===== config.mk =====
export PLATFORM = sky130hd
export DESIGN_NAME = spi_multi_master
export DESIGN_NICKNAME = d
export VERILOG_FILES = /design/src/rtl/spi_master_pkg.sv /design/src/rtl/spi_clk_div.sv /design/src/rtl/spi_multi_master.sv
export SDC_FILE = /design/constraint.sdc
export NUM_CORES = 1
export LEC_CHECK = 0
export ABC_AREA = 1
export ABC_CLOCK_PERIOD_IN_PS = 2180
export BUFFER_PORTS_ARGS = -buffer_cell sky130_fd_sc_hd__buf_4
export CORE_MARGIN = 2
export CORE_UTILIZATION = 45
export DETAILED_ROUTE_END_ITERATION = 8
export GPL_ROUTABILITY_DRIVEN = 1
export PLACE_DENSITY = 0.74
export SLEW_MARGIN = 40
export SYNTH_ARGS = -nofsm -noshare
export SYNTH_HDL_FRONTEND = slang
export SYNTH_HIERARCHICAL = 1
export SYNTH_SLANG_ARGS = --single-unit

===== constraint.sdc =====
create_clock -name clk -period 2.18 [get_ports clk]
set_input_delay 0.436 -clock clk [delete_from_list [all_inputs] [get_ports clk]]
set_output_delay 0.436 -clock clk [all_outputs]
set_load 0.01 [all_outputs]

===== src/rtl/spi_master_pkg.sv =====
// Shared types for the multi-select SPI master.
// Mode bundle, FSM state encoding and the four standard mode constants.
package spi_master_pkg;

    typedef struct packed {
        logic cpol;
        logic cpha;
    } mode_t;

    typedef enum logic [2:0] {
        IDLE,
        SETUP,
        XFER,
        HOLD,
        GAP,
        RESP
    } state_t;

    localparam mode_t MODE0 = '{cpol: 1'b0, cpha: 1'b0};
    localparam mode_t MODE1 = '{cpol: 1'b0, cpha: 1'b1};
    localparam mode_t MODE2 = '{cpol: 1'b1, cpha: 1'b0};
    localparam mode_t MODE3 = '{cpol: 1'b1, cpha: 1'b1};

endpackage


===== src/rtl/spi_clk_div.sv =====
// SCLK half-period timer: one-cycle tick every CLK_DIV enabled cycles.
// Restarts from zero whenever cleared or disabled.
module spi_clk_div #(
    parameter int CLK_DIV = 2
) (
    input  logic clk,
    input  logic rstn,
    input  logic i_en,
    input  logic i_clr,
    output logic o_tick
);

    localparam int CNT_W = (CLK_DIV > 1) ? $clog2(CLK_DIV) : 1;
    localparam logic [CNT_W-1:0] LAST = CNT_W'(CLK_DIV - 1);

    logic [CNT_W-1:0] r_cnt;

    always_ff @(posedge clk or negedge rstn) begin
        if (!rstn) begin
            r_cnt <= '0;
        end else if (!i_en || i_clr || r_cnt == LAST) begin
            r_cnt <= '0;
        end else begin
            r_cnt <= r_cnt + 1'b1;
        end
    end

    assign o_tick = i_en && (r_cnt == LAST);

endmodule


===== src/rtl/spi_multi_master.sv =====
// SPI master sharing one SCLK/MOSI/MISO bus across NUM_CS selects.
// Per-request mode and length; request and response on valid/ready.
module spi_multi_master
    import spi_master_pkg::*;
#(
    parameter int NUM_CS  = 2,
    parameter int FRAME_W = 40,
    parameter int CLK_DIV = 2,
    localparam int CS_W   = (NUM_CS > 1) ? $clog2(NUM_CS) : 1,
    localparam int LEN_W  = $clog2(FRAME_W + 1)
) (
    input  logic               clk,
    input  logic               rstn,
    input  logic               req_valid,
    output logic               req_ready,
    input  logic [CS_W-1:0]    req_cs,
    input  logic [LEN_W-1:0]   req_len,
    input  logic [1:0]         req_mode,
    input  logic [FRAME_W-1:0] req_tx,
    output logic               rsp_valid,
    input  logic               rsp_ready,
    output logic [FRAME_W-1:0] rsp_data,
    output logic               rsp_err,
    output logic               sclk,
    output logic               mosi,
    input  logic               miso,
    output logic [NUM_CS-1:0]  ss_n,
    output logic               busy
);

    state_t               r_state;
    state_t               w_next;
    logic [LEN_W-1:0]     r_len;
    logic                 r_cpha;
    logic [LEN_W:0]       r_edge;
    logic [FRAME_W-1:0]   r_tx;
    logic [FRAME_W-1:0]   r_rx;
    logic                 r_mosi;
    logic                 r_sclk;
    logic [NUM_CS-1:0]    r_ss_n;
    logic                 r_err;

    mode_t                w_mode;
    logic                 w_accept;
    logic                 w_illegal;
    logic                 w_tick;
    logic                 w_step;
    logic [LEN_W:0]       w_edge_n;
    logic                 w_last;
    logic                 w_odd;

    assign w_mode    = mode_t'(req_mode);
    assign w_accept  = req_valid && (r_state == IDLE);
    assign w_illegal = (req_len == '0)
                    || (32'(req_len) > FRAME_W)
                    || (32'(req_cs) >= NUM_CS);
    assign w_step    = w_tick && (r_state == SETUP || r_state == XFER);
    assign w_edge_n  = r_edge + 1'b1;
    assign w_last    = (w_edge_n == {r_len, 1'b0});
    assign w_odd     = w_edge_n[0];

    spi_clk_div #(.CLK_DIV(CLK_DIV)) u_div (
        .clk    (clk),
        .rstn   (rstn),
        .i_en   (r_state != IDLE && r_state != RESP),
        .i_clr  (w_next != r_state),
        .o_tick (w_tick)
    );

    always_ff @(posedge clk or negedge rstn) begin
        if (!rstn) begin
            r_state <= IDLE;
        end else begin
            r_state <= w_next;
        end
    end

    always_comb begin
        w_next = r_state;
        unique case (r_state)
            IDLE:        if (w_accept) w_next = w_illegal ? RESP : SETUP;
            SETUP, XFER: if (w_tick) w_next = w_last ? HOLD : XFER;
            HOLD:        if (w_tick) w_next = GAP;
            GAP:         if (w_tick) w_next = RESP;
            RESP:        if (rsp_ready) w_next = IDLE;
            default:     w_next = IDLE;
        endcase
    end

    always_ff @(posedge clk or negedge rstn) begin
        if (!rstn) begin
            r_len  <= '0;
            r_cpha <= 1'b0;
            r_edge <= '0;
            r_tx   <= '0;
            r_rx   <= '0;
            r_mosi <= 1'b0;
            r_sclk <= 1'b0;
            r_ss_n <= '1;
            r_err  <= 1'b0;
        end else if (w_accept) begin
            r_len  <= req_len;
            r_cpha <= w_mode.cpha;
            r_edge <= '0;
            r_rx   <= '0;
            r_err  <= w_illegal;
            if (!w_illegal) begin
                r_sclk <= w_mode.cpol;
                r_ss_n <= ~(NUM_CS'(1) << req_cs);
                // CPHA=0 presents the MSB before the first edge
                r_mosi <= w_mode.cpha ? 1'b0 : req_tx[FRAME_W-1];
                r_tx   <= w_mode.cpha ? req_tx : req_tx << 1;
            end
        end else if (w_step) begin
            r_edge <= w_edge_n;
            r_sclk <= ~r_sclk;
            if (w_odd != r_cpha) begin
                r_rx <= {r_rx[FRAME_W-2:0], miso};
            end
            if (w_odd == r_cpha && !w_last) begin
                r_mosi <= r_tx[FRAME_W-1];
                r_tx   <= r_tx << 1;
            end
        end else if (r_state == HOLD && w_tick) begin
            r_ss_n <= '1;
            r_mosi <= 1'b0;
        end
    end

    assign req_ready = (r_state == IDLE);
    assign busy      = (r_state != IDLE);
    assign rsp_valid = (r_state == RESP);
    assign rsp_data  = r_rx;
    assign rsp_err   = r_err;
    assign sclk      = r_sclk;
    assign mosi      = r_mosi;
    assign ss_n      = r_ss_n;

endmodule


Yosys cells after proc, flatten, opt, wreduce, memory -nomap -nowiden

Index checks and enable logic that the tools add are counted.

Input port bits: 54
Output and inout bits: 48
Register bits after elaboration: 103
Word-level logic and storage cells: 88

Bitwise logic cells: 2
$lt $le $gt $ge: 1
Shift-type cells: 1
Reductions and logical operators: 26
Mux-type cells: 32
Equality and inequality tests: 13
Add/subtract/negate cells: 2

Operators with widths:

| operator            | number |
|---|---|
| $mux 40             | 8 |
| $mux 3              | 6 |
| $pmux 3 s5          | 1 |
| $mux 7              | 2 |
| $mux 1              | 11 |
| $reduce_and 3->1    | 3 |
| $mux 2              | 4 |
| $reduce_bool 2->1   | 4 |
| $add 7x1->7 const B | 1 |
| $eq 7x7->1          | 1 |
| $eq 3x2->1 const B  | 2 |
| $eq 3x3->1 const B  | 2 |
| $gt 6x6->1 const B  | 1 |
| $logic_and 1x1->1   | 6 |
| $logic_not 6->1     | 1 |
| $reduce_bool 3->1   | 2 |
| $logic_or 1x1->1    | 4 |
| $ne 2x2->1 const B  | 2 |
| $reduce_and 2->1    | 2 |
| $eq 3x1->1 const B  | 1 |
| $logic_not 3->1     | 1 |
| $ne 3x2->1 const B  | 1 |
| $ne 3x3->1          | 1 |
| $ne 3x3->1 const B  | 1 |
| 8 further kinds     | 9 |

Depth between registers and ports, before layout

Gate-level depths: netlist (run 1).

Depth after elaboration: 9
Mapped depth: 16
Gate-level depth less buffers: 15

By module

The synthesis (run 1) kept the hierarchy.

By module, submodules not included:

| module           | times used | seq. area each (sq um) | area an instance (sq um) | cells each |
|---|---|---|---|---|
| spi_multi_master | 1          | 2555.0                 | 5158.7                   | 616 |
| spi_clk_div      | 1          | 25.0                   | 46.3                     | 6 |

Worst setup path before layout (run 1)

Ideal clock, no wire load.

Kind: flip-flop to flip-flop
From: register r_state[2]
To: register r_rx[10] (netlist: rsp_data[10])
Buffers on the path: 1
Arrival: 1972 ps
Cell stages (with the launch flop): 15
Data required time: 2047 ps
Setup slack: 75 ps
Library setup time: 133 ps
Clock period less this slack: 2105 ps
Path through: dfrtp_1 > inv_2 > nand2_2 > inv_1 > nor2_1 > nand2_1 > inv_1 > inv_1 > nor3_1 > nand2_1 > nor2_2 > inv_2 > nand2_1 > buf_2 > o22ai_1

Word-level cells in the longest chain between the ends: 6
Elaborated cells between the ends (all ways): 14
Those cells by class: 3 x eq/ne; 1 x mux; 10 x reduce/logical

Ends and longest elaborated chain:

| element                            | line                    | RTL |
|---|---|---|
| start: declaration                 | spi_multi_master.sv:31  | `state_t r_state;` |
| start signal: assignment           | spi_multi_master.sv:74  | `r_state <= w_next;` |
| $reduce_bool 3->1                  | n/a                     |  |
| via busy                           | spi_multi_master.sv:28  | `output logic busy` |
| $logic_and 1x1->1                  | spi_multi_master.sv:65  | `.i_en (r_state != IDLE && r_state != RESP),` |
| $logic_and 1x1->1                  | spi_clk_div.sv:28       | `assign o_tick = i_en && (r_cnt == LAST);` |
| via w_tick                         | spi_multi_master.sv:46  | `logic w_tick;` |
| $logic_and 1x1->1                  | spi_multi_master.sv:57  | `assign w_step = w_tick && (r_state == SETUP \|\| r_state == XFER);` |
| $reduce_bool 2->1 (no source line) | n/a                     |  |
| $reduce_and 2->1 (no source line)  | n/a                     |  |
| end signal: assignment             | spi_multi_master.sv:118 | `r_rx <= {r_rx[FRAME_W-2:0], miso};` |
| end: declaration                   | spi_multi_master.sv:37  | `logic [FRAME_W-1:0] r_rx;` |

The timed path passes the listed nets, and every way through them passes these cells.
A chain may end at the register's enable or synchronous reset.

Worst setup path after layout (run 1)

From: register r_edge[1]
To: register r_tx[35]

Word-level cells in the longest chain between the ends: 6

Ends and longest elaborated chain:

| element                            | line                    | RTL |
|---|---|---|
| start: declaration                 | spi_multi_master.sv:35  | `logic [LEN_W:0] r_edge;` |
| start signal: assignment           | spi_multi_master.sv:115 | `r_edge <= w_edge_n;` |
| $add 7x1->7                        | spi_multi_master.sv:58  | `assign w_edge_n = r_edge + 1'b1;` |
| $eq 7x7->1                         | spi_multi_master.sv:59  | `assign w_last = (w_edge_n == {r_len, 1'b0});` |
| $logic_not 1->1                    | spi_multi_master.sv:120 | `if (w_odd == r_cpha && !w_last) begin` |
| $logic_and 1x1->1                  | spi_multi_master.sv:120 |  |
| $reduce_bool 2->1 (no source line) | n/a                     |  |
| $reduce_and 3->1 (no source line)  | n/a                     |  |
| end signal: assignment             | spi_multi_master.sv:112 | `r_tx <= w_mode.cpha ? req_tx : req_tx << 1;` |
| end signal: assignment             | spi_multi_master.sv:122 | `r_tx <= r_tx << 1;` |
| end: declaration                   | spi_multi_master.sv:36  | `logic [FRAME_W-1:0] r_tx;` |

Every way passes these cells.

==> results of run 1 <==
-- cells by family (layout without fill, tap and decap cells) --
| kind of cell | Yosys count | in the layout | share of synthesized area [%] |
|---|---|---|---|
| and+or+nand+nor | 272 | 276 | 24.1 |
| buffers and inverters | 140 | 251 | 11.7 |
| AOI/OAI and AO/OA | 104 | 104 | 14.1 |
| DFF | 103 | 103 | 49.6 |
| xor gates and xnor gates | 2 | 2 | 0.337 |
| adders and majority gates | 1 | 1 | 0.240 |
-- where the power goes --
group | internal [mW] | switching, mW | total, mW
logic | 1.71 | 2.35 | 4.06
clock network | 0.859 | 0.764 | 1.62
registers | 2.45 | 0.391 | 2.84
total | 5.02 | 3.50 | 8.52
-- layout by cell type, fill, tap and decap left out, types with 7 or more instances in the layout --
master	count
sky130_fd_sc_hd__buf_4	114
sky130_fd_sc_hd__clkbuf_16	15
sky130_fd_sc_hd__dfrtp_1	99
sky130_fd_sc_hd__inv_1	100
sky130_fd_sc_hd__nand2_1	150
sky130_fd_sc_hd__nand2_2	40
sky130_fd_sc_hd__nand2_8	7
sky130_fd_sc_hd__nand3_1	53
sky130_fd_sc_hd__nor2_1	9
sky130_fd_sc_hd__o21ai_0	15
sky130_fd_sc_hd__o221ai_1	39
sky130_fd_sc_hd__o22ai_1	39
-- worst min-delay path by stage --
| stage | from | end | slack [ns] | cells after the start |
|---|---|---|---|---|
| detailed placement | r_tx[18]$_DFFE_PN0P_ | r_tx[18]$_DFFE_PN0P_ | 0.47 | 2 |
| CTS | rstn | rsp_data[32]$_DFFE_PN0P_ | 0.1 | 1 |
| global route | rstn | rsp_data[37]$_DFFE_PN0P_ | 0.11 | 1 |
| floorplan | rstn | mosi$_DFFE_PN0P_ | 0.14 | 0 |
| finish | rstn | rsp_data[31]$_DFFE_PN0P_ | 0.09 | 1 |
| global placement | r_tx[39]$_DFFE_PN0P_ | r_tx[39]$_DFFE_PN0P_ | 0.46 | 2 |
-- per-layer routing --
layer  share of wire, %  global-route usage, %  vias up
li1                   -                      -     2271
met1                 42                   26.9     2261
met2                 50                   34.2      178
met3                5.5                   4.74       24
met4                2.1                   7.57        0
met5                  0                      0        -
-- flip-flops by register name, summed over array words and instances, names as in the netlist --
signal	cells
r_tx	40
rsp_data	40
r_edge	7
r_len	6
r_state	3
ss_n	2
mosi	1
r_cpha	1
rsp_err	1
sclk	1
u_div/r_cnt	1
-- what timing repair did --
action,4_1_cts,5_1_grt
gates resized for setup,1,36
gates cloned,1,11
setup endpoints to repair,54,85
setup buffers,1,3
pin swaps,1,9
hold buffers,0,0
-- stage by stage --
stage	power [mW]	hold slack [ns]	utilization [%]	std cells	instance area (µm²)
finish	8.52	0.0869	59.8	880	6800
global route	9.07	0.106	59.8	880	6800
CTS	7.63	0.0975	56.4	866	6410
detailed placement	5.92	0.467	53.5	848	6090
global placement	5.81	0.457	53.5	848	6090
floorplan	5.16	0.140	-	622	5200
-- layout make-up --
class	count	share of cell area, %
Clock inverter	5	0.681
Sequential cell	103	38.0
Clock buffer	11	3.72
Multi-Input combinational cell	383	32.1
Tap cell	143	2.63
Inverter	106	5.93
Timing Repair Buffer	129	17.0
==> results.txt, run 1 <==
The netlist uses 31 different library cells. The sequential cell area came out at 2580 µm². The area of the multi-input gates came out at between 2000 and 2500 µm².

The worst register-to-register path ends at r_tx[35]$_DFFE_PN0P_. The count of buffering cells on the critical path with inverters included is 2. The highest achievable clock rate is slightly below 0.5 GHz. Power spread over the standard cell area amounts to 1250 nW/µm².

The most critical setup path has its startpoint at r_edge[1]$_DFFE_PN0N_. The number of antenna violations at the first check in global routing came to 0. The class of the worst hold path is in -> async.

The per-cell routed wire length came out at about 16 µm. The sequential area share after synthesis is slightly below 50%. Of all cell types, the one taking the most synthesized area is sky130_fd_sc_hd__dfrtp_1. The delay contributed by the slowest stage of the critical path is between 0.4 and 0.5 ns.

The number of violations reported at the end of detailed-routing iteration 0 came out at 480. From synthesis to final layout, the design area changed by 30.6%. STA classifies the critical path startpoint as a flip-flop. Counting every instance in the synthesized netlist gives slightly above 600. The number of warning messages in the yosys log is 6. The post-detailed-route count of antenna-violating nets is 0. The number of enable flip-flop cells after synthesis is 0. The setup slack after placement came out at -0.0248 ns. The number of hold-slack violations in the final timing report is 0. The proportion of register bits with asynchronous set or reset after synthesis came out at 100%. The via count of the routed design is about 4,700. The buffer levels on the longest clock path is 2. Global routing consumed, over all layers together, between 20% and 30% of the routing resources. The library cell contributing the largest single delay on the critical path is sky130_fd_sc_hd__dfrtp_2. The most numerous cell in the Yosys netlist is sky130_fd_sc_hd__nand2_1. The final worst clock skew is around 0.014 ns. The count of final max-slew check failures came out at 0. STA classifies the critical path endpoint as a flip-flop. The dominant cell type by count on the critical path is sky130_fd_sc_hd__nand2_1. The top-level I/O count came out at roughly 100. The global route total overflow is 0. The number of nets handed over by synthesis was 677.

The number of optimization iterations in the first detailed-route pass is 8. The worst-case IR drop observed on VDD is about 930 µV. The via count of the first global-routing pass is about 4,500.

The commonest cells after synthesis are 153 x sky130_fd_sc_hd__nand2_1, 102 x sky130_fd_sc_hd__inv_1, 101 x sky130_fd_sc_hd__dfrtp_1, 54 x sky130_fd_sc_hd__nand3_1. The startpoint of the lowest-slack register-to-register path is r_edge[1]$_DFFE_PN0N_. In this run the horizontal extent of the chip is 112 µm.

The synthesized flop and latch total came out at 103. The worst path meets setup with between 0.09 and 0.1 ns of slack. The total number of cells along the worst setup path came out at 13.

After clock tree synthesis, the clock-pin slew on the worst setup and hold paths is approximately 0.08 ns. The CTS tree is built. The static leakage is ~3.5 nW. The maximum number of pins on one net before global-route repair is 52. At the end of routability-driven placement, the weighted congestion stood at around 0.85. After synthesis, the mean cell area works out to approximately 8.4 µm². The H-tree was split into 3 levels.

The required time of the worst setup path is approximately 2.4 ns. The core footprint came out at roughly 11,000 µm². The clock period minus final worst setup slack came out at about 2.1 ns. The full die area came out at 12,400 µm². The worst setup slack for register-to-register paths is slightly below 0.1 ns. The critical path is of the reg -> reg type. The critical-path maximum fanout is 20. In this run, CTS created clock tree buffers numbering 9. Among all flip-flop cells after synthesis, the most frequent one is sky130_fd_sc_hd__dfrtp_1. The kind of cell with the highest combined delay along the critical path is simple AND/OR/NAND/NOR gates. Summed over all layers, the routed wires come to ~14 mm. The tool flagged a number of max-cap violations equal to 0. The final antenna diode count is 0. The total clock sinks came out at between 100 and 150. The total negative setup slack is 0 ns. The clock latency of the later-clocked register in the worst-skew pair came out at 0.36 ns. After the last flow step, the layout net total stands at between 700 and 800.

The layout cell share with drive strength beyond 1 came out at 29.9%. The post-synthesis instance area came out at around 5200 µm². In the post-synthesis netlist, the biggest area contributors are sky130_fd_sc_hd__dfrtp_1 49%, sky130_fd_sc_hd__nand2_1 11%, sky130_fd_sc_hd__inv_1 7.4%, sky130_fd_sc_hd__o221ai_1 6.6%, sky130_fd_sc_hd__nand3_1 5.2%. The count of buffers from port buffering is ~100.

The most critical setup path has its endpoint at r_tx[35]$_DFFE_PN0P_. The via density per instance is around 5.4. The number of filler instances in the final layout came out at 954. The initial cell density of the core is 45.8%.

The tree is rooted in a sky130_fd_sc_hd__clkbuf_16. After layout, the worst path uses between 90% and 100% of the clock period. The normalized max-slew margin is slightly below 60%. The first-pass GRT wire length came out at about 21 mm. The flow ran to the end, and the final reports show no timing, DRC or antenna violations. The final setup violation count came out at 0. Walking the worst path, the cells encountered are ha_4 > or2_2 > nand3_1 > nand2_1 > inv_1 > nand2_1 > nor2_2 > nand2_1 > nand2_2 > nand2_8 > clkbuf_16 > nand3_1 > nand2_1. In this run the vertical extent of the chip is 112 µm. The number of rows created at floorplan is 39. The area share of the largest cell type after synthesis came out at between 40% and 50%. The estimated wirelength of the detail-placed design is between 8 and 9 mm. The depth of the worst register-to-register path came out at 13. The slew at the pin with the worst max-slew slack came out at 0.634 ns. The arrival time at the worst endpoint is around 2.3 ns. The number of remaining DRC errors came out at 0.
Note: power is estimated with default switching activity, not from simulation.
==> run 2, diff against run 1 <==
Settings changed: ABC_CLOCK_PERIOD_IN_PS 2180 to 2500.
Clock period 2.18 ns to 2.5 ns, I/O delays scaled along.
==> run 2 against run 1 <==
Largest power group unchanged. First-iteration DRC count shrank 39%. Die area is the same. Register-to-register slack gained 0.17 ns. Critical path type unchanged. Critical path depth grew 1. Clock skew shrank 0.0099 ns. Core utilization shrank 3.1 points. Clock power shrank 6%. Combinational power shrank 32%. Power shrank 21%. Sequential share of layout area grew 2.1 points. Worst hold slack gained 0.034 ns. Global-route usage shrank 1.0 points.
==> results.txt, run 2 (same netlist as run 1, synthesis figures left out) <==
The buffer levels on the longest clock path is 2. The clock slew seen by the registers of the worst setup and hold paths came out at around 0.070 ns. Of the available clock period, the critical path in the final layout requires about nine tenths. Setup slack on the critical path of the routed design comes to 0.265 ns.

The static leakage came out at around 3.3 nW. Data on the critical path is required at its endpoint by between 2 and 3 ns. The CTS buffer count is 9. For the final routed database, the setup TNS stands at 0 ns. The depth of the worst register-to-register path is 14.

The post-detailed-route count of antenna-violating nets came out at 0. The layout cell share with drive strength beyond 1 came out at a little over a quarter. The critical-path maximum fanout came out at 40. The via count of the routed design is 4,552. The number of hold-slack violations in the final timing report is 0. After layout, the minimum clock period comes to about 2.2 ns. The root buffer cell chosen for the clock tree is sky130_fd_sc_hd__clkbuf_16.

The busiest layer in global routing is met2. In this run the critical register-to-register path is launched from r_edge[0]$_DFFE_PN0N_. The sum of routed wire length over all layers is about 12 mm.

The normalized max-slew margin is approximately 64%. The die covers 12,400 µm². The initial cell density of the core came out at 45.8%.

The delay contributed by the slowest stage of the critical path is around 0.47 ns. Clock latency on the worst-skew pair, taken at its later pin, is 0.35 ns. For this design the top-level I/O count stands at 102. The met2 capacity usage during global routing came out at between 30% and 40%. The count of buffering cells on the critical path with inverters included is 1.

Setup repair after global routing left no endpoint under its margin. STA puts the critical path data arrival time at roughly 2.5 ns. The number of optimization iterations in the first detailed-route pass is 5. The die extent in y came out at ~110 µm. The count of final max-slew check failures is 0. The total clock sinks is approximately 100. Prior to clock tree synthesis, the placed netlist has a worst setup slack of about 0.20 ns.

The count of buffers added by post-CTS timing repair for setup is 0. The number of remaining DRC errors came out at 0. The first-pass GRT wire length is 20.3 mm. The die outline width came out at 112 µm. The H-tree generated during clock tree synthesis spans 3 levels. The number of antenna violations at the first check in global routing is 0. Detailed placement ended at an HPWL of a little over 8 mm. The number of max-cap violations is 0. Row generation in the floorplan step produced 39 rows. Global routing used between 10% and 20% of the available tracks.

After detailed routing, the average wire length per cell comes to about 14 µm. The via count of the first global-routing pass came out at about 4,400. The final worst clock skew came out at around 0.0046 ns.

Leaving out fill and tap cells, the most frequent cells in the layout are 153 x sky130_fd_sc_hd__nand2_1, 109 x sky130_fd_sc_hd__buf_4, 102 x sky130_fd_sc_hd__inv_1. After floorplanning, the core was sized to cover around 11,000 µm². The path type of the worst setup path is reg -> reg.

The placer congestion estimate came out at ~0.9. Static timing analysis puts the maximum clock frequency at 0.447 GHz. Setup violations remaining at the end of the flow were counted as 0.

STA classifies the critical path endpoint as a flip-flop. The cell family contributing the most delay on the critical path is simple AND/OR/NAND/NOR gates. The count of buffers from port buffering is about 100. The flow ran to the end, and the final reports show no timing, DRC or antenna violations. The area growth from synthesis to layout is 23.8%. The number of violations reported at the end of detailed-routing iteration 0 came out at 294. By instance count, the cell type seen most on the critical path is sky130_fd_sc_hd__nand2_1.

The path class of the tightest hold or removal check is in -> async. The net total in the final layout came out at 769. In the routed layout, each cell is associated on average with a via count of between 5 and 6. The met1 usage in global routing came out at 26.1%.

For this run the aggregate overflow at the end of global routing stands at 0. The endpoint identified for the worst register-to-register timing path is r_tx[17]$_DFFE_PN0P_. The peak supply drop is between 800 and 900 µV.

Entering global routing, the biggest net connects 52 pins. The most common cell after layout, fill and taps aside is sky130_fd_sc_hd__nand2_1. On the critical path, the stage with the largest delay is an instance of sky130_fd_sc_hd__dfrtp_1.

For flop-to-flop paths, the worst setup slack is ~0.26 ns. For the pin with the worst max-slew slack, the measured transition is 0.538 ns. The kind of launch point of the worst setup path is a flip-flop. The repair_antennas step left the layout with diodes totalling 0. Dividing total power by cell area gives a power density of between 1000 and 1500 nW/µm². The met3 track utilization from global routing is under 10%.

Traced cell by cell, the critical path runs through ha_1 > nand2_2 > nor2_2 > nand3_1 > nand2_1 > nand2_1 > nand2_1 > nor2_2 > nand2_1 > nand2_2 > nand2_4 > buf_6 > nand3_1 > nand2_1. TritonCTS built the clock tree.
run 2: worst reg2reg max path, delay by kind of cell, from the launching register on:
kind | cells | cell delay (ns)
fa+ha+maj | 1 | 0.25
buf+inv | 1 | 0.30
simple gates | 12 | 1.15
flops | 1 | 0.47
run 2: cell type report:
type / count / area [µm²]
Sequential cell: 103 / 2580
Tap cell: 143 / 179
Timing Repair Buffer: 114 / 915
Fill cell: 1012 / 4920
Multi-Input combinational cell: 380 / 2040
Clock buffer: 11 / 253
Inverter: 106 / 398
Clock inverter: 5 / 80.1
run 2: per-stage QoR:
step / instance area (µm²) / utilization [%] / total power, mW / std cells / hold WS (ns)
final: 6450 / 56.7 / 6.76 / 862 / 0.121
after global routing: 6450 / 56.7 / 7.27 / 862 / 0.158
after CTS: 6390 / 56.2 / 6.66 / 860 / 0.137
after detailed placement: 6060 / 53.3 / 5.12 / 844 / 0.464
after global placement: 6060 / 53.3 / 5.02 / 844 / 0.457
after floorplan: 5200 / - / 4.50 / 622 / 0.204
run 2: what timing repair did:
action | in CTS | in global routing
hold buffers | 0 | 0
resized for setup | 0 | 5
setup endpoints to repair | 0 | 74
run 2: per-layer routing:
layer / vias to the layer above / routed length (µm)
li1: 2218 / -
met5: - / 0
met1: 2177 / 5530
met4: 0 / 346
met2: 133 / 5850
met3: 24 / 533
run 2: power breakdown:
group / switching (mW) / total [mW] / internal, mW
clock: 0.603 / 1.53 / 0.930
combinational: 1.71 / 2.76 / 1.05
sequential: 0.331 / 2.47 / 2.14
total: 2.64 / 6.76 / 4.12
run 2: worst max path at each step:
stage / to / startpoint / cells past startpoint
2_1_floorplan: rsp_data[10]$_DFFE_PN0P_ / r_state[2]$_DFF_PN0_ / 14
3_3_place_gp: rsp_data[13]$_DFFE_PN0P_ / r_state[0]$_DFF_PN0_ / 14
3_5_place_dp: rsp_data[18]$_DFFE_PN0P_ / r_state[0]$_DFF_PN0_ / 14
4_1_cts: rsp_data[18]$_DFFE_PN0P_ / r_state[0]$_DFF_PN0_ / 14
5_1_grt: mosi$_DFFE_PN0P_ / r_state[0]$_DFF_PN0_ / 16
6_report: r_tx[17]$_DFFE_PN0P_ / r_edge[0]$_DFFE_PN0N_ / 14
